$ cat config.mk
export PLATFORM = sky130hd
export DESIGN_NAME = systolic_pe_mac
export DESIGN_NICKNAME = d
export VERILOG_FILES = /design/src/rtl/systolic_pe_mac.sv
export SDC_FILE = /design/constraint.sdc
export NUM_CORES = 1
export LEC_CHECK = 0
export BUFFER_PORTS_ARGS = -buffer_cell sky130_fd_sc_hd__buf_2
export CORE_ASPECT_RATIO = 1.4
export CORE_MARGIN = 5
export CORE_UTILIZATION = 50
export CTS_CLUSTER_DIAMETER = 80
export DETAILED_ROUTE_END_ITERATION = 8
export PLACE_DENSITY = 0.68
export SLEW_MARGIN = 20
export SYNTH_ARGS = -nofsm -noshare
export SYNTH_HDL_FRONTEND = slang
export SYNTH_SLANG_ARGS = --single-unit
$ cat constraint.sdc
create_clock -name clk -period 10.8 [get_ports clk]
set_input_delay 1.08 -clock clk [delete_from_list [all_inputs] [get_ports clk]]
set_output_delay 1.08 -clock clk [all_outputs]
set_load 0.02 [all_outputs]
$ cat src/rtl/systolic_pe_mac.sv
// Output-stationary MAC processing element: forwards A east and B south, accumulates A*B,
// captures tile results and shifts them out over a per-column drain chain.
module systolic_pe_mac #(
  parameter int DW     = 16,
  parameter int AW     = 40,
  parameter int SIGNED = 1,
  parameter int SAT    = 1
) (
  input  logic          clk,
  input  logic          clr,
  input  logic [DW-1:0] a_in,
  input  logic          a_vld_in,
  input  logic [DW-1:0] b_in,
  input  logic          b_vld_in,
  output logic [DW-1:0] a_out,
  output logic          a_vld_out,
  output logic [DW-1:0] b_out,
  output logic          b_vld_out,
  input  logic          done,
  input  logic          shift,
  input  logic [AW-1:0] sum_in,
  input  logic          sum_vld_in,
  output logic [AW-1:0] sum_out,
  output logic          sum_vld_out,
  output logic          ovf
);
  localparam int   PW = 2 * DW;
  localparam logic SG = (SIGNED != 0);
  localparam logic ST = (SAT != 0);

  logic [DW-1:0] a_q, a_d, b_q, b_d;
  logic          a_vld_q, a_vld_d, b_vld_q, b_vld_d;
  logic [AW-1:0] acc_q, acc_d, res_q, res_d, sum_q, sum_d;
  logic          res_vld_q, res_vld_d, sum_vld_q, sum_vld_d, ovf_q, ovf_d;

  logic [PW-1:0] a_ext, b_ext, prod;
  logic [AW:0]   prod_x, acc_x, sum_x;
  logic [AW-1:0] sat_val, acc_mac;
  logic          mac, oor;

  always_comb begin
    // Extending operands to the product width lets one multiplier serve both signednesses.
    a_ext  = {{DW{SG & a_in[DW-1]}}, a_in};
    b_ext  = {{DW{SG & b_in[DW-1]}}, b_in};
    prod   = a_ext * b_ext;
    prod_x = {{(AW+1-PW){SG & prod[PW-1]}}, prod};
    acc_x  = {SG & acc_q[AW-1], acc_q};
    sum_x  = acc_x + prod_x;
    oor    = SG ? (sum_x[AW] ^ sum_x[AW-1]) : sum_x[AW];
    if (SG) sat_val = sum_x[AW] ? {1'b1, {(AW-1){1'b0}}} : {1'b0, {(AW-1){1'b1}}};
    else    sat_val = '1;

    mac     = a_vld_in & b_vld_in;
    acc_mac = acc_q;
    if (mac) acc_mac = (ST && oor) ? sat_val : sum_x[AW-1:0];

    a_d       = a_in;
    a_vld_d   = a_vld_in;
    b_d       = b_in;
    b_vld_d   = b_vld_in;
    ovf_d     = ovf_q | (mac & oor);
    acc_d     = acc_mac;
    res_d     = res_q;
    res_vld_d = res_vld_q;
    sum_d     = sum_q;
    sum_vld_d = sum_vld_q;

    if (shift) begin
      sum_d     = res_q;
      sum_vld_d = res_vld_q;
      res_d     = sum_in;
      res_vld_d = sum_vld_in;
    end
    // A capture overrides upstream drain data; the old result still leaves via sum_out.
    if (done) begin
      res_d     = acc_mac;
      res_vld_d = 1'b1;
      acc_d     = '0;
    end
  end

  always_ff @(posedge clk) begin
    if (clr) begin
      a_q       <= '0;
      a_vld_q   <= 1'b0;
      b_q       <= '0;
      b_vld_q   <= 1'b0;
      acc_q     <= '0;
      res_q     <= '0;
      res_vld_q <= 1'b0;
      sum_q     <= '0;
      sum_vld_q <= 1'b0;
      ovf_q     <= 1'b0;
    end else begin
      a_q       <= a_d;
      a_vld_q   <= a_vld_d;
      b_q       <= b_d;
      b_vld_q   <= b_vld_d;
      acc_q     <= acc_d;
      res_q     <= res_d;
      res_vld_q <= res_vld_d;
      sum_q     <= sum_d;
      sum_vld_q <= sum_vld_d;
      ovf_q     <= ovf_d;
    end
  end

  assign a_out       = a_q;
  assign a_vld_out   = a_vld_q;
  assign b_out       = b_q;
  assign b_vld_out   = b_vld_q;
  assign sum_out     = sum_q;
  assign sum_vld_out = sum_vld_q;
  assign ovf         = ovf_q;
endmodule

# --- After elaboration in Yosys (flattened, before gate mapping) ---
# Cells that the tools add are included.
word_totals:
  regBits: 157
  input_bits: 79
  out_inout_bits: 76
classes:
  n_addsub: 1
  n_mul: 1
  muxes: 7
  bitwise_logic: 4
  n_reduce_logical: 2
op_table:
  columns: ["op", "n"]
  rows:
  - ["40-bit 2-to-1 mux", 5]
  - ["40-bit by 32-bit adder with 41-bit output", 1]
  - ["16-bit by 16-bit multiplier with 32-bit output", 1]
  - ["1-bit bitwise AND", 2]
  - ["1-bit 2-to-1 mux", 2]
  - ["2-bit nonzero test", 1]
  - ["2-bit OR reduction", 1]
  - ["1-bit bitwise OR", 1]
  - ["1-bit bitwise XOR", 1]

# --- Logic depth before layout (Yosys ltp) ---
depth:
  depth_word: 6
  mapped_depth: 28
  ltp_nobuf: 24

# --- Least setup slack after synthesis ---
# OpenSTA, ideal clock, no wires.
synth_path:
  path_type: "input to register"
  startpoint: "in a_in[15]"
  endpoint: "reg res_q[24]"
  setup_ns: 0.088
  t_arrival_ns: 7.583
  t_required_ns: 10.712
  path_slack_ns: 3.129
  stages: 26
  n_path_buf: 4
  path_cell_list: "clkbuf_1 > nand2_1 > inv_1 > fa_1 > fa_1 > inv_1 > fa_1 > fa_1 > inv_1 > fa_1 > inv_1 > fa_1 > inv_1 > ha_1 > buf_2 > and3_1 > nand2_1 > nor2_1 > nand3_1 > o21ai_0 > or3_1 > buf_6 > a211oi_4 > buf_6 > o211ai_2 > a311oi_2"
synth_via:
  elab_chain_len: 6
  word_cells_on_any_way: 7
  classes_between: "add/sub: 1; mul: 1; mux: 4; bitwise: 1"
synth_lines:
  columns: ["element", "line_no", "source"]
  rows:
  - ["from (decl)", "11", "input logic [DW-1:0] a_in,"]
  - ["16-bit by 16-bit multiplier with 32-bit output (*)", "45", "prod = a_ext * b_ext;"]
  - ["40-bit by 32-bit adder with 41-bit output (*)", "48", "sum_x = acc_x + prod_x;"]
  - ["40-bit 2-to-1 mux / 1-bit bitwise XOR (equally long branches)", "50, 49", null]
  - ["40-bit 2-to-1 mux (*) (2 in series)", "55", "if (mac) acc_mac = (ST && oor) ? sat_val : sum_x[AW-1:0];"]
  - ["40-bit 2-to-1 mux (*)", "75", "if (done) begin"]
  - ["to (signal assigned)", "100", "res_q <= res_d;"]
  - ["to (decl)", "33", "logic [AW-1:0] acc_q, acc_d, res_q, res_d, sum_q, sum_d;"]
# Mark *: on every way between the ends. The rest lies on a longest branch, timed or not.
# A chain may end at the register's enable or synchronous reset.

# --- Worst setup path after layout ---
layout_path:
  startpoint: "in a_in[15]"
  endpoint: "reg acc_q[34]"
layout_via:
  elab_chain_len: 5
  word_cells_on_any_way: 6
  classes_between: "add/sub: 1; mul: 1; mux: 3; bitwise: 1"
layout_lines:
  columns: ["element", "line_no", "source"]
  rows:
  - ["16-bit by 16-bit multiplier with 32-bit output (*)", "45", null]
  - ["40-bit by 32-bit adder with 41-bit output (*)", "48", null]
  - ["40-bit 2-to-1 mux / 1-bit bitwise XOR (equally long branches)", "50, 49", null]
  - ["40-bit 2-to-1 mux (*) (2 in series)", "55", null]
  - ["to (signal assigned)", "88", "acc_q <= '0;"]
  - ["to (signal assigned)", "99", "acc_q <= acc_d;"]
  - ["to (decl)", "33", null]
# Marks and branches as above.

==> qor.yml <==
period_minus_slack_ns: 8.62
fin_setup_tns_ns: 0
met3_length_mm: 2.22
die_y_um: 241
crit_type: "in -> reg"
antenna_cells: 0
tritoncts: "done"
synth_area_leaders: "fa_1, dfxtp_1, inv_1, ha_1, nand2_1"
core_mm2: 0.0376
synth_top_cell_by_area: "fa_1"
syn_inst: 2069
rr_startpoint: "acc_q[31]"
netlist_top_cells_count: "inv_1, fa_1, nand2_1"
cts_root_buf: "clkbuf_16"
regToRegEndpoint: "acc_q[34]"
wire_per_inst_um: 19.2
drt_iter0_markers: 884
wirelength_mm: 50.7
hold_depth: 2
slew_headroom_pct: 39.4
fin_crit_sh_pct: 79.9
cts_resized: 0
yosysMostFrequentCell: "inv_1"
ys.flop_type: "dfxtp_1"
hold_path_class: "reg -> reg"
postRouteAntennaNets: 0
routed_via_density: 5.45
ctsHoldBuffers: 0
start_util_pct: 50.5
synth_area_mm2: 0.0190
antenna_found_initial: 0
yosysUniqueCellTypes: 72
placed_cells: 2604
grt_max_degree: 72
top_layer_used: "met4"
final_layout_size_suffix_gt1_share_pct: 12.3
grt_pass1_wl_mm: 83.7
clk_pin_slew_worst_paths_ns: 0.08
timing.final.max_slew_violations: 0
dr_total_vias: 14400
min_from: "ovf"
met2_length_mm: 27.2
final_nets: 2681
max_freq_ghz: 0.116
cts.sinks: 157
dieArea_mm2: 0.0421
arrival_ns: 8.95
critPathRequiredTime_ns: 11.12
routabilityCongestion: 0.884
async_reset_ff_share_pct: 0
rsz0062_at_grt: "no"
clk_latency_ns: 0.44
stdcell_count: 2636
final_util_pct: 54.9
die_w_um: 175
worstPathMaxFanout: 30
rows: 84
worst_pin_slew_ns: 0.907
synth_edf_count: 0
seq_area_mm2: 0.00314
r2r_cells: 18
htreeDepth: 4
synth-warning-count: 0
cts_setup_buffers: 0
wl_met1_mm: 19.1
setup_viol: 0
grt_pass1_vias: 15900
syn_area_per_cell_um2: 9.19
synth_seq_cells: 157
clk_path_buf_depth: 2
synth_seq_area_share_pct: 16.5
io_pins: 155
multiInputGateArea_mm2: 0.0138
grt_usage_pct: 25.0
hold_viol_final: 0
cts_buffers: 17
cap_violations: 0
dr.pass1.iters: 5
nFillCells: 3437
syn_to_final_growth_pct: 8.60
status: "complete, no violations"
clock_skew_ns: 0.0127
dp_hpwl_mm: 41.4
cp-start-kind: "input pin"
overflow: 0
r2r_setup_slack_ns: 4.21
holdPathEnd: "ovf"
drt_drc_violations_left: 0
numPortBuffers: 154
syn_nets: 2600
endpoint_kind: "register"
synth_top_area_share_pct: 35.2
per-layer routing:
| layer | vias to the layer above | global-route usage (%) |
|---|---|---|
| met1 | 7209 | 29.0 |
| met3 | 113 | 3.02 |
| li1 | 6582 | - |
| met2 | 459 | 46.6 |
| met5 | - | 0 |
| met4 | 0 | 10.4 |
cells in the final DEF (no fill, tap or decap), types with 23 or more instances in the layout:
cell type / instances
nor2_1: 100
fa_1: 334
nor2b_1: 44
dfxtp_1: 157
mux2_2: 32
xnor2_1: 23
a211oi_1: 61
a21oi_1: 66
mux2i_1: 44
and2_1: 115
o21ai_0: 54
buf_2: 152
nand2_1: 232
inv_1: 420
ha_1: 118
worst max-delay path, stage by stage:
cell and delay, ns:
buf_2 0.21, nand2_1 0.19, inv_1 0.09, fa_1 0.74, fa_1 0.45, inv_1 0.34, fa_1 0.62, fa_1 0.74
inv_1 0.18, fa_1 0.51, inv_1 0.05, fa_1 0.47, inv_1 0.04, ha_1 0.40, and3_1 0.25, nand2_1 0.12
nor2_1 0.20, nand3_1 0.14, o21ai_0 0.30, o21ai_1 0.26, a211oi_4 0.86, nor2_2 0.03, buf_4 0.28, a2111oi_0 0.36
cell families after synthesis:
family	Yosys count	synth area share, %
xor+xnor	32	1.47
fa+ha+maj	452	42.9
mux	76	4.21
buf+inv	521	10.6
flops	157	16.5
simple gates	551	13.8
compound gates	280	10.4
per-stage QoR:
step / hold slack, ns / worst slack [ns] / instance area (um^2)
floorplan: 0.450 / 3.13 / 19000
global placement: 0.441 / 1.88 / 20000
detailed placement: 0.456 / 1.77 / 20000
CTS: 0.469 / 2.20 / 20600
global route: 0.496 / 1.57 / 20600
finish: 0.462 / 2.18 / 20600
registers in the layout, summed over array words and instances, names as in the netlist:
name         count
a_out           16
a_vld_out        1
acc_q           40
b_out           16
b_vld_out        1
ovf              1
res_q           40
res_vld_q        1
sum_out         40
sum_vld_out      1
how the worst max path moves through the flow:
stage | startpoint | end | slack [ns] | cells past startpoint
floorplan | a_in[15] | res_q[24] | 3.13 | 26
global placement | b_in[1] | acc_q[34] | 1.88 | 24
detailed placement | b_in[1] | acc_q[34] | 1.77 | 24
CTS | b_in[1] | acc_q[34] | 2.20 | 24
global route | a_in[15] | acc_q[34] | 1.57 | 24
finish | a_in[15] | acc_q[34] | 2.18 | 24
area by class of cell:
| cell class | count | area share, % |
|---|---|---|
| inverters | 421 | 7.66 |
| well taps | 473 | 2.87 |
| multi-input cells | 1391 | 67.1 |
| clock inverters | 15 | 0.946 |
| repair buffers | 162 | 4.15 |
| clock buffers | 17 | 2.06 |
| flip-flops and latches | 157 | 15.2 |
Power is left out: the tool's default activity adds up to more than one toggle a clock period on the data nets, which glitch-free logic cannot reach.
